File: config.mk
export PLATFORM = sky130hd
export DESIGN_NAME = mw_stage_queue
export DESIGN_NICKNAME = d
export VERILOG_FILES = /design/src/rtl/mw_stage_queue.sv
export SDC_FILE = /design/constraint.sdc
export NUM_CORES = 1
export LEC_CHECK = 0
export ABC_AREA = 1
export BUFFER_PORTS_ARGS = -buffer_cell sky130_fd_sc_hd__buf_4
export CAP_MARGIN = 20
export CORE_MARGIN = 8
export CORE_UTILIZATION = 60
export CTS_BUF_LIST = sky130_fd_sc_hd__clkbuf_4
export DETAILED_ROUTE_END_ITERATION = 16
export PLACE_DENSITY_LB_ADDON = 0.05
export SLEW_MARGIN = 25
export SYNTH_ARGS = -nofsm -noshare
export SYNTH_HDL_FRONTEND = slang
export SYNTH_SLANG_ARGS = --single-unit
File: constraint.sdc
create_clock -name clk -period 4.4 [get_ports clk]
set_input_delay 0.44 -clock clk [delete_from_list [all_inputs] [get_ports clk]]
set_output_delay 0.44 -clock clk [all_outputs]
set_load 0.005 [all_outputs]
File: src/rtl/mw_stage_queue.sv
// Memory/writeback elastic stage: a DEPTH-entry circular buffer whose writeback
// destination, enable and data are resolved when an instruction is enqueued.
module mw_stage_queue #(
  parameter int DATA_W = 32,
  parameter int DEPTH  = 2,
  parameter int CNT_W  = 3
) (
  input  logic              clk,
  input  logic              reset,
  input  logic              flush,
  input  logic              in_valid,
  output logic              in_ready,
  input  logic [DATA_W-1:0] pc_in,
  input  logic [DATA_W-1:0] insn_in,
  input  logic [DATA_W-1:0] wdata_in,
  input  logic              ovf_in,
  output logic              out_valid,
  input  logic              out_ready,
  output logic [DATA_W-1:0] pc_out,
  output logic [DATA_W-1:0] insn_out,
  output logic [DATA_W-1:0] wdata_out,
  output logic              wb_we,
  output logic [4:0]        wb_rd,
  output logic              byp_valid,
  output logic [4:0]        byp_rd,
  output logic [CNT_W-1:0]  count
);

  localparam int PTR_W = (DEPTH > 1) ? $clog2(DEPTH) : 1;
  localparam logic [PTR_W-1:0] LAST_PTR = PTR_W'(DEPTH - 1);
  localparam logic [CNT_W-1:0] FULL_CNT = CNT_W'(DEPTH);

  localparam logic [4:0] OP_RTYPE = 5'b00000;
  localparam logic [4:0] OP_ADDI  = 5'b00101;
  localparam logic [4:0] OP_LW    = 5'b01000;
  localparam logic [4:0] OP_JAL   = 5'b00011;
  localparam logic [4:0] OP_SETX  = 5'b10101;
  localparam logic [4:0] ALU_ADD  = 5'b00000;
  localparam logic [4:0] ALU_SUB  = 5'b00001;

  logic [DATA_W-1:0] pc_mem    [DEPTH];
  logic [DATA_W-1:0] insn_mem  [DEPTH];
  logic [DATA_W-1:0] wdata_mem [DEPTH];
  logic [4:0]        rd_mem    [DEPTH];
  logic              we_mem    [DEPTH];

  logic [PTR_W-1:0] head, tail;
  logic [CNT_W-1:0] cnt_q;

  logic [4:0]        opcode, rd, aluop;
  logic              dec_we;
  logic [4:0]        dec_rd;
  logic [DATA_W-1:0] dec_wdata;
  logic              push, pop;
  logic              unused_insn_bits;

  assign opcode = insn_in[31:27];
  assign rd     = insn_in[26:22];
  assign aluop  = insn_in[6:2];
  assign unused_insn_bits = ^{insn_in[21:7], insn_in[1:0]};

  // Resolve the architectural writeback once, so the head can drive the register file directly.
  always_comb begin
    dec_we    = 1'b0;
    dec_rd    = rd;
    dec_wdata = wdata_in;
    case (opcode)
      OP_RTYPE: begin
        dec_we = 1'b1;
        if (ovf_in && aluop == ALU_ADD) begin
          dec_rd    = 5'd30;
          dec_wdata = DATA_W'(1);
        end else if (ovf_in && aluop == ALU_SUB) begin
          dec_rd    = 5'd30;
          dec_wdata = DATA_W'(3);
        end
      end
      OP_ADDI: begin
        dec_we = 1'b1;
        if (ovf_in) begin
          dec_rd    = 5'd30;
          dec_wdata = DATA_W'(2);
        end
      end
      OP_LW: dec_we = 1'b1;
      OP_JAL: begin
        dec_we    = 1'b1;
        dec_rd    = 5'd31;
        dec_wdata = pc_in + DATA_W'(1);
      end
      OP_SETX: begin
        dec_we    = 1'b1;
        dec_rd    = 5'd30;
        dec_wdata = DATA_W'(insn_in[26:0]);
      end
      default: dec_we = 1'b0;
    endcase
    if (dec_rd == 5'd0) dec_we = 1'b0;
  end

  // A full queue still accepts when the head leaves in the same cycle.
  assign in_ready  = (cnt_q < FULL_CNT) | out_ready;
  assign out_valid = (cnt_q != '0);
  assign push      = in_valid & in_ready & ~flush;
  assign pop       = out_valid & out_ready & ~flush;

  always_ff @(posedge clk or negedge reset) begin
    if (!reset) begin
      head  <= '0;
      tail  <= '0;
      cnt_q <= '0;
      for (int i = 0; i < DEPTH; i++) begin
        pc_mem[i]    <= '0;
        insn_mem[i]  <= '0;
        wdata_mem[i] <= '0;
        rd_mem[i]    <= '0;
        we_mem[i]    <= 1'b0;
      end
    end else if (flush) begin
      head  <= '0;
      tail  <= '0;
      cnt_q <= '0;
    end else begin
      if (push) begin
        pc_mem[tail]    <= pc_in;
        insn_mem[tail]  <= insn_in;
        wdata_mem[tail] <= dec_wdata;
        rd_mem[tail]    <= dec_rd;
        we_mem[tail]    <= dec_we;
        tail            <= (tail == LAST_PTR) ? '0 : tail + PTR_W'(1);
      end
      if (pop) head <= (head == LAST_PTR) ? '0 : head + PTR_W'(1);
      if (push && !pop)      cnt_q <= cnt_q + CNT_W'(1);
      else if (pop && !push) cnt_q <= cnt_q - CNT_W'(1);
    end
  end

  assign pc_out    = pc_mem[head];
  assign insn_out  = insn_mem[head];
  assign wdata_out = wdata_mem[head];
  assign wb_rd     = rd_mem[head];
  assign wb_we     = out_valid & we_mem[head];
  assign byp_valid = wb_we;
  assign byp_rd    = wb_rd;
  assign count     = cnt_q;

endmodule

---- Word level (Yosys, flattened, before mapping) ----
Cells that the tools add are included.
storage, ports and cells
  register bits after elaboration ......... 209
  output and inout bits ................... 113
cells by class
  add/subtract/negate cells ............... 5
  magnitude comparators ................... 4
  equal/unequal tests ..................... 5
  muxes and demuxes ....................... 45
  bitwise logic cells ..................... 9
  reduce and logical (&&, ||, !) cells .... 16
operator list
  operator               number
  $mux 32                13
  $bwmux 64              3
  $pmux 32 s4            1
  $mux 5                 7
  $add 32x1->32 const B  1
  $demux 32 s1           1
  $pmux 5 s4             1
  $logic_not 5->1        3
  $mux 1                 12
  $bwmux 10              1
  $mux 3                 3
  $reduce_bool 3->1      2
  $and 1x1->1            5
  $demux 5 s1            1
  $eq 5x1->1 const B     1
  $eq 5x2->1 const B     1
  $eq 5x3->1 const B     1
  $eq 5x4->1 const B     1
  $eq 5x5->1 const B     1
  $logic_and 1x1->1      5
  $reduce_or 5->1        1
  $ge 2x2->1 const B     2
  $not 1->2              2
  $reduce_bool 2->1      2
  11 further kinds       13

---- Logic depth before layout (Yosys ltp) ----
Gate-level depths: netlist of run 1.
  depth after elaboration ................. 9
  depth in mapped cells ................... 13
  mapped depth without buffers ............ 11

---- Worst setup path before layout of run 1 ----
No wires, ideal clock.
  path type ............................... reg2out
  start ................................... register head
  end ..................................... output wb_rd[0]
  arrival ................................. 1353 ps
  data required time ...................... 3960 ps
  setup slack ............................. 2607 ps
  stages on the path, launching flop included .. 8
  buffers on the path ..................... 4
  cell sequence ........................... dfrtp_1 -> clkbuf_1 -> inv_1 -> clkbuf_1 -> clkbuf_1 -> nand2_1 -> nand2_1 -> buf_4
between the ends
  cells in the longest elaborated chain, start to end .. 4
ends and longest elaborated chain
  what                                       line  RTL
  from (decl)                                47    logic [PTR_W-1:0] head, tail;
  from (signal assigned)                     132   if (pop) head <= (head == LAST_PTR) ? '0 : head + PTR_W'(1);
  $not 1->2 (implied by the code)            141   assign wb_rd = rd_mem[head];
  $mux 5 (implied by the code) (3 in a row)  141
  to (decl)                                  23    output logic [4:0] wb_rd,
Every way passes these cells. The select of a mux whose other input is x is not followed.

---- Worst setup path in the final report of run 1 ----
  start ................................... register head
  end ..................................... output wdata_out[20]
between the ends
  cells in the longest elaborated chain, start to end .. 4
ends and longest elaborated chain
  what                                        line  RTL
  $not 1->2 (implied by the code)             140   assign wdata_out = wdata_mem[head];
  $mux 32 (implied by the code) (3 in a row)  140
  to (decl)                                   21    output logic [DATA_W-1:0] wdata_out,
Every way passes these cells. The select of a mux whose other input is x is not followed.

==> results of run 1 <==
## metal layers
| metal | share of wire (%) | vias to the layer above |
|---|---|---|
| li1 | - | 5163 |
| met1 | 42 | 5069 |
| met2 | 46 | 466 |
| met3 | 8.5 | 60 |
| met4 | 3.2 | 0 |
| met5 | 0 | - |
## flip-flops by register name, summed over array words and instances (netlist names)
name       cells
insn_mem      64
head           1
we_mem         2
rd_mem        10
pc_mem        64
tail           1
wdata_mem     64
count          3
## path summary, 6_finish.rpt
kind / to / slack (ns) / depth (start not counted)
setup / recovery: wdata_out[20] / 1.22 / 5
hold / removal: insn_mem[56] / 0.08 / 3
setup reg to reg: insn_mem[40] / 2.18 / 8
hold reg to reg: wdata_mem[7] / 0.48 / 2
max in group asynchronous: wdata_mem[57] / 2.88 / 3
min in group asynchronous: pc_mem[32] / 0.32 / 2
## Yosys cell counts
master,instances
inv_1,107
nor2_8,1
o21a_1,1
nand2_2,3
nand3_2,2
and3_1,1
nand2_1,771
o21ai_1,35
a21oi_1,11
o21bai_1,1
clkbuf_1,43
o21ai_0,134
fa_1,1
o22ai_1,2
nor2_2,3
ha_1,1
inv_2,6
nor2_1,55
buf_2,28
buf_4,6
dfrtp_1,209
a22oi_1,5
nor3_2,1
xor2_1,1
o21ai_2,1
nand3_4,1
nor2_4,3
nand3_1,73
buf_6,3
nand4_1,6
nor3_1,4
## worst min-delay path: stages
cell and delay [ns]:
buf_4 0.11, nor2_1 0.06, a21oi_1 0.10
## logic make-up after synthesis
logic type | share of synthesized area, %
AO/OA/AOI/OAI | 9.093
XOR/XNOR | 0.08172
adder cells (fa/ha/maj) | 0.3035
buffers and inverters | 7.505
flip-flops | 48.79
AND/OR/NAND/NOR | 34.22
## timing repair
action,in CTS,in global routing
setup buffers,0,0
endpoints found under the hold margin,69,0
hold buffers,1,0
## power by group through the flow
stage | Combinational (mW) | Clock (mW) | Sequential (mW)
5_1_grt | 3.21 | 1.82 | 3.38
3_3_place_gp | 2.77 | 0 | 3.26
6_report | 2.85 | 1.68 | 3.29
4_1_cts | 2.87 | 1.71 | 3.27
3_5_place_dp | 2.85 | 0 | 3.29
2_1_floorplan | 1.57 | 0 | 3.13
## metrics by stage
step | setup slack [ns] | power, mW | std cells | utilization [%] | area [um2]
5_1_grt | 1.079 | 8.413 | 1991 | 73.59 | 13040
4_1_cts | 1.252 | 7.854 | 1990 | 73.55 | 13030
6_report | 1.215 | 7.814 | 1991 | 73.59 | 13040
3_5_place_dp | 1.850 | 6.139 | 1892 | 69.61 | 12330
3_3_place_gp | 1.924 | 6.032 | 1892 | 69.61 | 12330
2_1_floorplan | 2.607 | 4.699 | 1519 | - | 10720
## area by class of cell
type	instances	area [um2]	share of cell area, %
inverters	113	434.2	3.330
diodes	1	2.502	0.01919
repair buffers	225	1710	13.12
flip-flops and latches	209	5234	40.14
well taps	229	286.5	2.197
multi-input cells	1117	4684	35.93
clock buffers	85	638.1	4.894
clock inverters	12	48.80	0.3742
==> results.md, run 1 <==
- Worst slew margin: 45.29%
- Final-stage net count: 1827
- Synthesized instance count: 1519
- Num CTS Buffers: 57
- H-tree levels: 2
- Post-route setup TNS: 0 ns
- Critical path class: reg2out
- Clock Path Buffers: 3
- Slew Limit Fails: 0
- Wire length per cell: 17.46 um
- Worst path slowest cell: dfrtp_4
- Max-cap violations: 0
- Worst-margin pin slew: 0.8198 ns
- Die H: 149.7 um
- Crit-path cells: inv_2, buf_4, nand2_1, nand2_1, buf_4
- WP buf/inv: 3
- Filler instances: 1469
- Global route total overflow: 0
- I/O pin cnt: 215
- Combinational power share: 36.4%
- RSZ-0062 raised after global routing: no
- Final hold violations: 0
- Vias per cell: 5.403
- First-pass GRT wire length: 54690 um
- YS warnings: 0
- Met2 Resource Use GR: 48.20%
- Largest net degree at the start of global routing: 111
- M3 GR Usage: 6.562%
- Post-synthesis sequential area ratio: 48.79%
- Row count: 49
- IO buf count: 214
- Vias in the first global route: 10586
- Most frequent cells in the layout: nand2_1, buf_4, dfrtp_1
- Clock sink count: 209
- FMAX: 314.0 MHz
- Seq pwr share: 42.1%
- Slowest stage delay, CP: 0.72 ns
- GRT Overall Usage: 31.05%
- Synthesized area: 0.01072 mm2
- DIE AREA: 0.02240 mm2
- Gpl congestion: 0.9622
- Synth top area share: 48.79%
- Clk pwr share: 21.5%
- Chip Width: 149.7 um
- Area leader, netlist: dfrtp_1
- PD cells: 599.3 mW/mm2
- Syn-to-layout area delta: 21.64%
- Detailed Routing Iterations Pass 1: 5
- CP Max Fanout: 51
- Critical path arrival: 2.74 ns
- Clock Skews: 0.04219 ns
- CTS Root Cell: clkbuf_4
- Worst setup EP type: output port
- Internal: 4.974 mW
- Initial antenna violation count: 1
- Clk Latency, worst-skew pair: 0.69 ns
- Startpoint class of the critical path: flip-flop
- Share of cells above drive strength 1: 19.14%
- Switching share of power: 36.35%
- Flops & latches, synth: 209
- Final wirelength: 34770 um
- Worst-path clk slew: 0.07 ns
- Worst hold start: insn_in[24]
- GR peak layer: met2
- Setup violators final: 0
- WP data required: 3.96 ns
- Core ar.: 0.01772 mm2
- Status: finished clean
- R2r startpoint: count[2]
- Pleak: 7.237 nW
- # DRC: 0
- Post-cts resize count: 0
- Routed via count: 10758
- Crit path from: head
- ANT nets after route: 0
- Synth area leaders: dfrtp_1, nand2_1, o21ai_0, inv_1, nand3_1
- Commonest non-fill, non-tap cell in the layout: nand2_1
- Fin crit period: 3.185 ns
- Syn nets: 1623
- CP delay by family, top: buffers and inverters
- Hold Slack: 0.08311 ns
- TritonCTS clock tree: built
- Dpl hpwl: 24970 um
- Yosys cell types: 31
- First-iteration detailed-routing DRC count: 1013
- Max VDD drop: 0.0004504 V
- Syn Area/Cell: 7.057 um2
- Met1 GRT Util: 41.50%
- Net switching power: 2.840 mW
- Worst hold path type: in2reg
- Tcrit/Tclk final: 72.39%
- Starting Density: 60.50%
No activity file was read; power rests on OpenSTA's default activity.
==> run 2, diff against run 1 <==
--- a/config.mk
+++ b/config.mk
@@ -9,7 +9,7 @@
 export BUFFER_PORTS_ARGS = -buffer_cell sky130_fd_sc_hd__buf_4
 export CAP_MARGIN = 20
 export CORE_MARGIN = 8
-export CORE_UTILIZATION = 60
+export CORE_UTILIZATION = 57
 export CTS_BUF_LIST = sky130_fd_sc_hd__clkbuf_4
 export DETAILED_ROUTE_END_ITERATION = 16
 export PLACE_DENSITY_LB_ADDON = 0.05
==> constraint.sdc (replaced) <==
create_clock -name clk -period 3.23 [get_ports clk]
set_input_delay 0.323 -clock clk [delete_from_list [all_inputs] [get_ports clk]]
set_output_delay 0.323 -clock clk [all_outputs]
set_load 0.005 [all_outputs]
==> run 2 against run 1 <==
Sequential power increased by 35%. Core utilization up 1.6 points. Combinational power grew 44%. Critical path type unchanged.
==> results.md, run 2 (synthesis gave the netlist of run 1 again) <==
- Hold Buf Count CTS: 79 (+78)
- Crit-path cells: inv_2, buf_4, nand2_1, nand2_1, buf_4
- Fin crit period: 2.944 ns
- CP Max Fanout: 33 (-35%)
- DIE AREA: 0.02345 mm2 (+4.7%)
- Wire length per cell: 18.11 um (+3.7%)
- Largest regs: insn_mem: 64 flops, pc_mem: 64 flops, wdata_mem: 64 flops
- Clock Path Buffers: 3 (unchanged)
- Worst-path clk slew: 0.07 ns (about the same)
- Startpoint class of the critical path: flip-flop
- WP data required: 2.91 ns (-1.05 ns)
- # DRC: 0 (unchanged)
- Chip Width: 153.1 um (+2.3%)
- GRT Overall Usage: 31.75% (+0.70 points)
- RSZ-0062 raised after global routing: no
- Core Util, Final: 75.21% (+1.6 points)
- Vias per cell: 5.444 (+0.75%)
- Tcrit/Tclk final: 91.15%
- H-tree levels: 2 (unchanged)
- Syn-to-layout area delta: 30.37%
- CP delay by family, top: buffers and inverters
- Die H: 153.1 um (+2.3%)
- Detailed Routing Iterations Pass 1: 6 (+1)
- Largest net degree at the start of global routing: 105 (-5.4%)
- Worst hold start: pc_in[20]
- Routed via count: 11329 (+5.3%)
- Post-CTS setup buffer count: 0 (unchanged)
- Final wirelength: 37690 um (+8.4%)
- PD cells: 779.7 mW/mm2 (+30%)
- Clock Skews: 0.02986 ns (-0.01234 ns)
- Slew Limit Fails: 0 (unchanged)
- Clock sink count: 209 (unchanged)
- Gpl congestion: 0.9569 (-0.55%)
- ANT nets after route: 0 (unchanged)
- Post-cts resize count: 0 (unchanged)
- I/O pin cnt: 215 (unchanged)
- Row count: 50 (+2.0%)
- R2r startpoint: count[2]
- Worst setup EP type: output port
- Global route total overflow: 0 (unchanged)
- Clk Latency, worst-skew pair: 0.69 ns (about the same)
- Post-route setup TNS: 0 ns (unchanged)
- Worst path slowest cell: dfrtp_4
- CTS Root Cell: clkbuf_4
- Endpoint, Worst Hold: pc_mem[20]
- Core ar.: 0.01858 mm2 (+4.9%)
- Setup violators final: 0 (unchanged)
- Worst slew margin: 41.10% (-4.2 points)
- Worst hold path type: in2reg
- WP buf/inv: 3 (unchanged)
- Worst r2r dst: rd_mem[2]
- Filler instances: 1430 (-2.7%)
- Non-Filler Instances: 2081 (+4.5%)
- Commonest non-fill, non-tap cell in the layout: nand2_1
- Share of cells above drive strength 1: 18.54% (-0.60 points)
- Max VDD drop: 0.0005980 V (+33%)
- Slowest stage delay, CP: 0.63 ns (-0.09 ns)
- Critical path arrival: 2.62 ns (-0.12 ns)
- FMAX: 339.7 MHz
- Initial antenna violation count: 2 (+1)
- Dpl hpwl: 25830 um (+3.5%)
- Max-cap violations: 0 (unchanged)
- Pleak: 7.628 nW (+5.4%)
- Placed cell count: 1904 (+0.63%)
- Worst-margin pin slew: 0.8834 ns (+0.06363 ns)
- R2R Setup Slk: 1.24 ns (-0.94 ns)
- Final Cell Area: 0.01397 mm2 (+7.2%)
- Hold Crit Depth: 3 (unchanged)
- Starting Density: 57.69% (-2.8 points)
- TritonCTS clock tree: built
- Depth of the most critical reg-to-reg path: 9 (+1)
- Critical path class: reg2out
- Final-stage net count: 1910 (+4.5%)
- Num CTS Buffers: 55 (-3.5%)
- Status: finished clean
- IO buf count: 214 (unchanged)
- Placed inst area: 0.01247 mm2 (+1.1%)
- Final hold violations: 0 (unchanged)
- Vias in the first global route: 11185 (+5.7%)
- First-pass GRT wire length: 59290 um (+8.4%)
- First-iteration detailed-routing DRC count: 1061 (+4.7%)
- Most frequent cells in the layout: nand2_1, buf_4, dfrtp_1
==> run 2: cell count changes in the layout (fill, tap and decap cells not counted), moves of 2 or more <==
cell	previous run	this run
inv_2	7	5
inv_4	0	2
clkinv_2	3	1
buf_12	1	7
dlygate4sd3_1	1	79
inv_6	2	0
==> run 2: through the flow <==
step / power [mW] / hold WS (ns) / worst slack [ns]
6_report: 10.90 / 0.03758 / 0.2860
5_1_grt: 11.69 / 0.007650 / 0.1727
4_1_cts: 10.88 / 0.0003544 / 0.2888
3_5_place_dp: 8.403 / 0.4652 / 1.011
3_3_place_gp: 8.280 / 0.4620 / 0.9993
2_1_floorplan: 6.401 / 0.02741 / 1.554
==> run 2: layout make-up <==
class / count / area, um2 / share of cell area (%)
clock buffer: 85 / 638.1 / 4.566
inverter: 113 / 429.2 / 3.071
multi-input combinational: 1117 / 4684 / 33.52
timing repair buffer: 310 / 2619 / 18.74
antenna: 2 / 5.005 / 0.03581
clock inverter: 11 / 72.57 / 0.5193
tap: 234 / 292.8 / 2.095
sequential: 209 / 5234 / 37.45
==> run 2: routing by layer <==
layer / track usage [%] / up-vias / part of all wire [%]
met3: 8.542 / 107 / 10
met2: 49.51 / 649 / 45
li1: - / 5331 / -
met1: 40.69 / 5242 / 40
met4: 14.66 / 0 / 4.1
met5: 0 / - / 0
==> run 2: worst max-delay path by stage <==
stage	startpoint	endpoint	slack [ns]	depth (start not counted)
after floorplan	head	wb_rd[0]	1.55	7
after global placement	head	wdata_out[19]	1.0	5
after detailed placement	head	wdata_out[12]	1.01	5
after CTS	head	wdata_out[12]	0.29	5
after global routing	head	wdata_out[12]	0.17	5
final	head	wdata_out[12]	0.29	5
==> run 2: tightest hold or removal path, stage by stage <==
cell and delay [ns]:
buf_4 0.11, inv_1 0.09, o21ai_1 0.13
==> run 2: where the power goes <==
group	total, mW	internal (mW)	switching, mW	leakage (nW)
Sequential	4.43	3.78	0.651	2.61
Clock	2.37	1.27	1.11	0.422
Combinational	4.09	1.90	2.19	4.60
Total	10.9	6.95	3.95	7.63
==> run 3, diff against run 2 <==
--- a/config.mk
+++ b/config.mk
@@ -9,10 +9,10 @@
 export BUFFER_PORTS_ARGS = -buffer_cell sky130_fd_sc_hd__buf_4
 export CAP_MARGIN = 20
 export CORE_MARGIN = 8
-export CORE_UTILIZATION = 57
+export CORE_UTILIZATION = 35
 export CTS_BUF_LIST = sky130_fd_sc_hd__clkbuf_4
 export DETAILED_ROUTE_END_ITERATION = 16
-export PLACE_DENSITY_LB_ADDON = 0.05
+export PLACE_DENSITY = 0.52
 export SLEW_MARGIN = 25
 export SYNTH_ARGS = -nofsm -noshare
 export SYNTH_HDL_FRONTEND = slang
==> run 3 against run 2 <==
Combinational power grew 2%. Cell count grew 9.7%. Global-route usage shrank 9.3 points. Via count shrank 3.7%. Non-clock buffer count grew 20. Hold slack gained 0.0013 ns. Worst setup slack gained 0.30 ns. Critical path depth grew 7. First-iteration DRC count shrank 25%. Critical path type is now in2reg. Largest power group unchanged.
==> results.md, run 3 (synthesis gave the netlist of run 1 again) <==
- DIE AREA: 0.03648 mm2 (+56%)
- Tcrit/Tclk final: 81.78% (-9.4 points)
- CTS Root Cell: clkbuf_4
- Vias in the first global route: 11214 (+0.26%)
- Routed via count: 10906 (-3.7%)
- Share of cells above drive strength 1: 18.69% (+0.16 points)
- Startpoint class of the critical path: input pin
- CP Max Fanout: 20 (-39%)
- R2R Setup Slk: 0.74 ns (-0.50 ns)
- Pre-CTS setup slack: 0.8971 ns (-0.1140 ns)
- Initial antenna violation count: 1 (-1)
- GR peak layer: met2
- Clock Path Buffers: 3 (unchanged)
- Commonest non-fill, non-tap cell in the layout: nand2_1
- Worst slew margin: 46.21% (+5.1 points)
- FMAX: 378.6 MHz (+11%)
- Detailed Routing Iterations Pass 1: 5 (-1)
- GRT Overall Usage: 22.42% (-9.3 points)
- Vias per cell: 4.779 (-12%)
- ANT nets after route: 0 (unchanged)
- Final WS setup: 0.5885 ns (+0.3025 ns)
- Worst hold path type: in2reg
- Num CTS Buffers: 61 (+11%)
- Dpl hpwl: 29020 um (+12%)
- Most frequent cells in the layout: nand2_1, buf_4, dfrtp_1
- Worst setup EP type: flip-flop
- Most used cell along the critical path: nand2_1
- Combinational power share: 37.1% (-0.4 points)
- Crit-path cells: dlygate4sd3_1, buf_4, nor2_2, nand3_2, inv_1, nand2_1, o21ai_0, inv_1, nand4_1, dlygate4sd3_1, nand2_1, nand2_1
- Die H: 191 um (+25%)
- Final Cell Area: 0.01449 mm2 (+3.7%)
- Met2 Resource Use GR: 35.13% (-14 points)
- Wire length per cell: 17.84 um (-1.5%)
- Status: finished clean
- Core ar.: 0.03035 mm2 (+63%)
- Power, Total: 11.23 mW (+3.0%)
- TritonCTS clock tree: built
- Chip Width: 191 um (+25%)
- Final hold violations: 0 (unchanged)
- I/O pin cnt: 215 (unchanged)
- Syn-to-layout area delta: 35.20%
- Post-CTS setup buffer count: 0 (unchanged)
- Net switching power: 4.048 mW (+2.5%)
- Final wirelength: 40710 um (+8.0%)
- Slew Limit Fails: 0 (unchanged)
- Critical path class: in2reg
- CP delay by family, top: buffers and inverters
- Clk pwr share: 23.8% (+2.0 points)
- Max-cap violations: 0 (unchanged)
- H-tree levels: 2 (unchanged)
- Row count: 64 (+28%)
- Placed inst area: 0.01265 mm2 (+1.5%)
- M3 GR Usage: 4.341% (-4.2 points)
- # DRC: 0 (unchanged)
- Worst-path clk slew: 0.06 ns (about the same)
- Switching share of power: 36.06% (-0.19 points)
- Pleak: 7.776 nW (+1.9%)
- IO buf count: 214 (unchanged)
- Clock sink count: 209 (unchanged)
- Internal: 7.178 mW (+3.3%)
- Max VDD drop: 0.0003430 V (-43%)
- Worst path slowest cell: inv_1
- Setup violators final: 0 (unchanged)
- Clk Latency, worst-skew pair: 0.71 ns (+0.02 ns)
- WP buf/inv: 5 (+2)
- Post-route setup TNS: 0 ns (unchanged)
- First-pass GRT wire length: 63760 um (+7.5%)
- Filler instances: 3133 (+120%)
- Largest regs: insn_mem: 64 flops, pc_mem: 64 flops, wdata_mem: 64 flops
- Largest net degree at the start of global routing: 80 (-24%)
- WP data required: 3.88 ns (+0.97 ns)
- First-iteration detailed-routing DRC count: 791 (-25%)
- Fin crit period: 2.641 ns (-0.3025 ns)
- Critical path arrival: 3.29 ns (+0.67 ns)
- PD cells: 774.6 mW/mm2 (-0.66%)
- Starting Density: 35.32% (-22 points)
- Gpl congestion: 0.8976 (-6.2%)
- Seq pwr share: 39.1% (-1.6 points)
- Slowest stage delay, CP: 0.70 ns (+0.07 ns)
- Final-stage net count: 1936 (+1.4%)
- Post-cts resize count: 0 (unchanged)
- Worst-margin pin slew: 0.8059 ns (-0.07750 ns)
- Global route total overflow: 0 (unchanged)
- Met1 GRT Util: 29.97% (-11 points)
- RSZ-0062 raised after global routing: no
- Clock Skews: 0.02916 ns (-0.0006915 ns)
==> run 3: cell types whose count changed in the layout (fill, tap and decap cells not counted), moves of 2 or more <==
cell / previous run / this run
dlygate4sd3_1: 79 / 100
clkinv_1: 8 / 15
clkinv_2: 1 / 3
clkbuf_4: 85 / 93
==> run 3: path summary, 6_finish.rpt <==
check / from / endpoint / depth (start not counted)
max: insn_in[31] / wdata_mem[33] / 12
min: pc_in[0] / pc_mem[32] / 3
max reg2reg: head / head / 6
min reg2reg: rd_mem[1] / rd_mem[1] / 2
max in group asynchronous: reset / pc_mem[16] / 3
min in group asynchronous: reset / pc_mem[38] / 2
==> run 3: worst min-delay path: stages <==
cell	delay, ns
buf_4	0.12
inv_1	0.10
o21ai_0	0.17
==> run 3: power groups by stage <==
| stage | Combinational, mW | Sequential, mW | Clock [mW] |
|---|---|---|---|
| floorplan | 2.14 | 4.26 | 0 |
| global placement | 4.09 | 4.39 | 0 |
| detailed placement | 4.13 | 4.41 | 0 |
| CTS | 4.25 | 4.38 | 2.75 |
| global route | 4.75 | 4.52 | 2.90 |
| finish | 4.17 | 4.38 | 2.67 |
==> run 3: timing repair <==
item,in CTS,in global routing
endpoints found under the setup margin,0,0
hold endpoints to repair,251,0
hold buffers,100,0
==> run 3: area by class of cell <==
cell class / instances / area [um2] / area share [%]
Clock inverter: 21 / 135.1 / 0.9324
Clock buffer: 93 / 698.2 / 4.817
Sequential cell: 209 / 5234 / 36.11
Inverter: 113 / 429.2 / 2.961
Tap cell: 396 / 495.5 / 3.419
Antenna cell: 3 / 7.507 / 0.05180
Timing Repair Buffer: 330 / 2809 / 19.38
Multi-Input combinational cell: 1117 / 4684 / 32.32
==> run 3: layer usage <==
| layer | vias up | wire length (um) |
|---|---|---|
| met5 | - | 0 |
| li1 | 5392 | - |
| met2 | 376 | 18390 |
| met1 | 5042 | 18260 |
| met3 | 96 | 2421 |
| met4 | 0 | 1636 |
==> run 3: per-stage QoR <==
step	cells	hold WS, ns	util, %
CTS	2279	0.001888	47.73
global placement	2065	0.3888	41.68
floorplan	1519	0.02741	-
global route	2281	0.01419	47.74
finish	2282	0.03887	47.75
detailed placement	2065	0.3837	41.68
